[src/rtl/vga_timing_gen.sv]
// vga_timing_gen: 800x600@60 VGA counters, syncs, blanking and line/frame strobes.
// Define VGA_FRAME_CNT_EN to add the 16-bit frame_cnt output.
module vga_timing_gen #(
    parameter int   H_VIS    = 800,
    parameter int   H_FP     = 40,
    parameter int   H_SYNC   = 128,
    parameter int   H_BP     = 88,
    parameter int   V_VIS    = 600,
    parameter int   V_FP     = 1,
    parameter int   V_SYNC   = 4,
    parameter int   V_BP     = 23,
    parameter logic SYNC_POL = 1'b1
) (
    input  logic        clk40,
    input  logic        rst_n,
    input  logic        enable,
    output logic [10:0] hcount_out,
    output logic [10:0] vcount_out,
    output logic        hsync_out,
    output logic        vsync_out,
    output logic        hblnk_out,
    output logic        vblnk_out,
    output logic        line_start,
    output logic        frame_start
`ifdef VGA_FRAME_CNT_EN
    ,
    output logic [15:0] frame_cnt
`endif
);
    localparam int H_TOT = H_VIS + H_FP + H_SYNC + H_BP;
    localparam int V_TOT = V_VIS + V_FP + V_SYNC + V_BP;
    localparam logic [10:0] H_END  = 11'(H_TOT - 1);
    localparam logic [10:0] V_END  = 11'(V_TOT - 1);
    localparam logic [10:0] HS_ON  = 11'(H_VIS + H_FP);
    localparam logic [10:0] HS_OFF = 11'(H_VIS + H_FP + H_SYNC);
    localparam logic [10:0] VS_ON  = 11'(V_VIS + V_FP);
    localparam logic [10:0] VS_OFF = 11'(V_VIS + V_FP + V_SYNC);
    localparam logic [10:0] HB_ON  = 11'(H_VIS);
    localparam logic [10:0] VB_ON  = 11'(V_VIS);

    if (H_TOT > 2048 || V_TOT > 2048) begin : g_size_chk
        $error("vga_timing_gen: H_TOT and V_TOT must not exceed 2048");
    end

    logic [10:0] h_q, h_d, v_q, v_d;
    logic        hs_q, hs_d, vs_q, vs_d, hb_q, hb_d, vb_q, vb_d, ls_q, ls_d, fs_q, fs_d;
`ifdef VGA_FRAME_CNT_EN
    logic [15:0] fc_q, fc_d;
`endif

    // Flags are decoded from the next counter values so they land with the counters.
    always_comb begin
        h_d  = !enable ? h_q : (h_q == H_END) ? '0 : h_q + 11'd1;
        v_d  = (!enable || h_q != H_END) ? v_q : (v_q == V_END) ? '0 : v_q + 11'd1;
        hs_d = (h_d >= HS_ON && h_d < HS_OFF) ? SYNC_POL : ~SYNC_POL;
        vs_d = (v_d >= VS_ON && v_d < VS_OFF) ? SYNC_POL : ~SYNC_POL;
        hb_d = h_d >= HB_ON;
        vb_d = v_d >= VB_ON;
        ls_d = enable ? (h_q == H_END) : ls_q;
        fs_d = enable ? (h_q == H_END && v_q == V_END) : fs_q;
`ifdef VGA_FRAME_CNT_EN
        fc_d = (fs_d && !fs_q) ? fc_q + 16'd1 : fc_q;
`endif
    end

    always_ff @(posedge clk40 or negedge rst_n) begin
        if (!rst_n) begin
            h_q  <= '0;
            v_q  <= '0;
            hs_q <= ~SYNC_POL;
            vs_q <= ~SYNC_POL;
            hb_q <= 1'b0;
            vb_q <= 1'b0;
            ls_q <= 1'b0;
            fs_q <= 1'b0;
        end else begin
            h_q  <= h_d;
            v_q  <= v_d;
            hs_q <= hs_d;
            vs_q <= vs_d;
            hb_q <= hb_d;
            vb_q <= vb_d;
            ls_q <= ls_d;
            fs_q <= fs_d;
        end
    end

`ifdef VGA_FRAME_CNT_EN
    always_ff @(posedge clk40 or negedge rst_n) begin
        if (!rst_n) fc_q <= '0;
        else        fc_q <= fc_d;
    end

    assign frame_cnt = fc_q;
`endif

    assign hcount_out  = h_q;
    assign vcount_out  = v_q;
    assign hsync_out   = hs_q;
    assign vsync_out   = vs_q;
    assign hblnk_out   = hb_q;
    assign vblnk_out   = vb_q;
    assign line_start  = ls_q;
    assign frame_start = fs_q;
endmodule
[config.mk]
export PLATFORM = sky130hd
export DESIGN_NAME = vga_timing_gen
export DESIGN_NICKNAME = d
export VERILOG_FILES = /design/src/rtl/vga_timing_gen.sv
export SDC_FILE = /design/constraint.sdc
export NUM_CORES = 1
export LEC_CHECK = 0
export BUFFER_PORTS_ARGS = -buffer_cell sky130_fd_sc_hd__buf_4
export CORE_MARGIN = 5
export CORE_UTILIZATION = 60
export DETAILED_ROUTE_END_ITERATION = 8
export GPL_ROUTABILITY_DRIVEN = 1
export PLACE_DENSITY = 0.85
export SYNTH_ARGS = -nofsm -noshare
export SYNTH_HDL_FRONTEND = slang
export SYNTH_SLANG_ARGS = --single-unit
[constraint.sdc]
create_clock -name clk40 -period 2.9 [get_ports clk40]
set_input_delay 0.87 -clock clk40 [delete_from_list [all_inputs] [get_ports clk40]]
set_output_delay 0.87 -clock clk40 [all_outputs]
set_load 0.01 [all_outputs]
==> flow_summary.toml <==
[placed_design]
dp_slack_ns = 0.230
hpwl_um = 2820
io_buffers = 30
gp_congestion = 0.884

[routing]
dr.first_iter.drc_count = 74
num_vias = 1531
routed_wl_um = 3920
drc = 0
antenna_left = 0
drt_first_pass_iters = 4
viasPerCell = 6.33
wl_per_cell_um = 16.2

[pwr]
share_seq_of_total_power = 0.568
p_per_area_nw_per_um2 = 431
power.leakage_nw = 0.894
irDropWorstVdd_mv = 0.353
combPwrFrac = 0.206
switching_share = 0.318
switchingPower_uw = 273
clkPwrFrac = 0.226
p_int_uw = 586

[yosys]
synth_top_family_by_area = "simple AND/OR/NAND/NOR gates"
synth_compound_area_frac = 0.173
synth_xor_xnor_area_share = 0.0682
synth_top_area_frac = 0.390
yosys.area_share.simple = 0.251
synth_seq_cells = 28
yosys.area_share.adder = 0.0139
synth.largest_area_cell = "dfrtp_1"
synth_edf_count = 0
syn_inst = 190
synth_cell_types = 53
syn_area_um2 = 1800
synth_ff_type = "dfrtp_1"
yosysWarnings = 0
ys_seq_area_frac = 0.390
synth_nets = 195
synthMuxAreaShare = 0.0174
syn_area_per_cell_um2 = 9.46
netlist_top_cells_area = "dfrtp_1, xnor2_1, nand2_1, nand4_1, o21ai_0"
synth-async-reset-ratio = 1.00

[sta]
rsz0062_at_grt = "false"
clock-skew-final_ns = 0.00676
hold_viol_final = 0
period_minus_slack_ns = 2.37
hold_slack_ns = 0.414
worstMarginPinSlew_ns = 0.554
report.final.slew_viol_count = 0
fin_ws_ns = 0.531
timing.max_slew.rel_slack = 0.628
fin_tns_setup_ns = 0
min_period_over_period = 0.817
max_clock_freq_mhz = 422
finalSetupViolCount = 0

[finish]
nets = 217
final_layout_size_suffix_gt1_frac = 0.237
fill_cells = 233
area_delta_synth_final_pct = 10.9
n_antenna_cell = 0

[cts]
cts_max_level = 1
numCtsBuffers = 3
cts_setup_buffers = 0
cts_tree = "done"
cts_sinks = 28
clk_latency_ns = 0.33
clockBufferDepth = 2
cts.clk_slew.worst_paths_ns = 0.15
cts-root-buf = "clkbuf_4"
cts.hold.buffers_added = 0
cts_resized = 0

[floorplan]
ios = 31
start_util = 0.641
dieHeight_um = 64.7
core_area_um2 = 2810
fp-row-count = 19
dieWidth_um = 64.7
dieArea_um2 = 4190

[setup_path]
critPathMaxFanout = 15
crit_arrival_ns = 2.64
cp_num_buf_inv = 2
crit_path_frequent_cell = "buf_4"
cp-start-kind = "input pin"
critical_path_class = "input pin to flop"
cp.required_ns = 3.17
cp_top_family = "simple AND/OR/NAND/NOR gates"
end_kind = "flop"
max_stage_delay_ns = 0.55
slowest_stage = "and4_1"
path_cells = "buf_4 -> nor2b_1 -> and4_1 -> buf_4 -> nand4_4 -> o31ai_2 -> a21boi_1 -> o21ai_1"

[flow_run]
cap_viol_max_count = 0

[global_route]
grt_pass1_wl_um = 6800
grt_max_degree = 29
grt_pass1_vias = 1464
grtUsageTotal = 0.200
antenna_found_initial = 0
overflow = 0

[hold_path]
hold_class = "input pin to async pin"

[run_status]
status = "finished clean"
worst reg2reg max path, delay by kind of cell, from the launching register on:
kind | cells | cell delay [ns]
AOI/OAI and AO/OA | 3 | 0.48
adders and majority gates | 1 | 0.26
buffers and inverters | 1 | 0.24
DFF | 1 | 0.42
and+or+nand+nor | 3 | 0.89
path summary, 6_finish.rpt:
path / startpoint / to / slack, ns / cells past startpoint
worst max-delay path: enable / vblnk_out / 0.53 / 8
worst min-delay path: rst_n / hcount_out[9] / 0.41 / 1
worst max register to register: hcount_out[0] / vblnk_out / 0.55 / 8
worst min register to register: hcount_out[0] / hcount_out[0] / 0.53 / 1
max in group asynchronous: rst_n / vcount_out[2] / 2.23 / 1
min in group clk40: hcount_out[0] / hcount_out[0] / 0.53 / 1
final cells by class:
cell class,count,area [µm²],share of cell area
inverters,10,37.5,0.0188
flip-flops and latches,28,701,0.352
multi-input cells,137,940,0.471
repair buffers,32,240,0.121
well taps,31,38.8,0.0195
clock buffers,4,36.3,0.0182
logic make-up after synthesis:
kind of cell | after synthesis
AOI/OAI and AO/OA | 45
muxes | 3
buffers and inverters | 25
adders and majority gates | 2
xor gates and xnor gates | 14
DFF | 28
and+or+nand+nor | 73
per-layer routing:
layer	GRT usage	vias to the layer above	routed length, µm
li1	-	727	-
met1	0.277	729	1730
met2	0.328	68	1870
met3	0.0259	7	266
met4	0.0580	0	43
met5	0	-	0
cell usage in the layout, fill, tap and decap left out, types with 2 or more instances in the layout:
| cell type | count |
|---|---|
| and3_1 | 5 |
| nor2_1 | 5 |
| nor3_1 | 5 |
| o21bai_1 | 2 |
| nand2b_1 | 5 |
| xor2_1 | 3 |
| xnor2_1 | 11 |
| ha_1 | 2 |
| a21oi_1 | 8 |
| o22ai_1 | 4 |
| inv_1 | 10 |
| mux2i_1 | 2 |
| o21ai_0 | 11 |
| nand3_1 | 8 |
| o21ai_1 | 2 |
| a31oi_1 | 2 |
| a311o_1 | 2 |
| nand4_1 | 10 |
| and2_1 | 2 |
| and4_1 | 2 |
| o21a_1 | 2 |
| o31ai_1 | 2 |
| nand2_1 | 19 |
| dfrtp_1 | 28 |
| buf_4 | 32 |
| clkbuf_4 | 3 |
through the flow:
stage                     instances  instance area, µm²   util  power [mW]
after detailed placement        238                1960  0.698       0.671
final                           242                1990  0.711       0.860
after floorplan                 190                1800      -       0.591
after global placement          238                1960  0.698       0.662
after global routing            242                1990  0.711       0.907
after CTS                       242                1990  0.711       0.863
power by group through the flow:
stage | Sequential [mW] | Clock [mW] | Combinational [mW]
after detailed placement | 0.495 | 0 | 0.176
final | 0.488 | 0.195 | 0.177
after global routing | 0.495 | 0.215 | 0.197
after floorplan | 0.488 | 0 | 0.103
after CTS | 0.487 | 0.196 | 0.179
after global placement | 0.490 | 0 | 0.172
synth_stat cells, drive strengths merged (2+ instances only):
cell / instances
a21boi: 2
a21oi: 8
a311o: 2
a31oi: 3
and2: 2
and3: 6
and4: 4
buf: 12
clkbuf: 3
dfrtp: 28
ha: 2
inv: 10
mux2i: 2
nand2: 19
nand2b: 5
nand3: 9
nand4: 11
nor2: 5
nor3: 6
o21a: 2
o21ai: 13
o21bai: 2
o22ai: 4
o31ai: 3
or3: 2
xnor2: 11
xor2: 3
registers in the layout, summed over array words and instances (netlist names):
register     cells
hcount_out      11
vcount_out      11
frame_start      1
hsync_out        1
hblnk_out        1
vsync_out        1
vblnk_out        1
line_start       1
(Power assumes the default switching activity.)
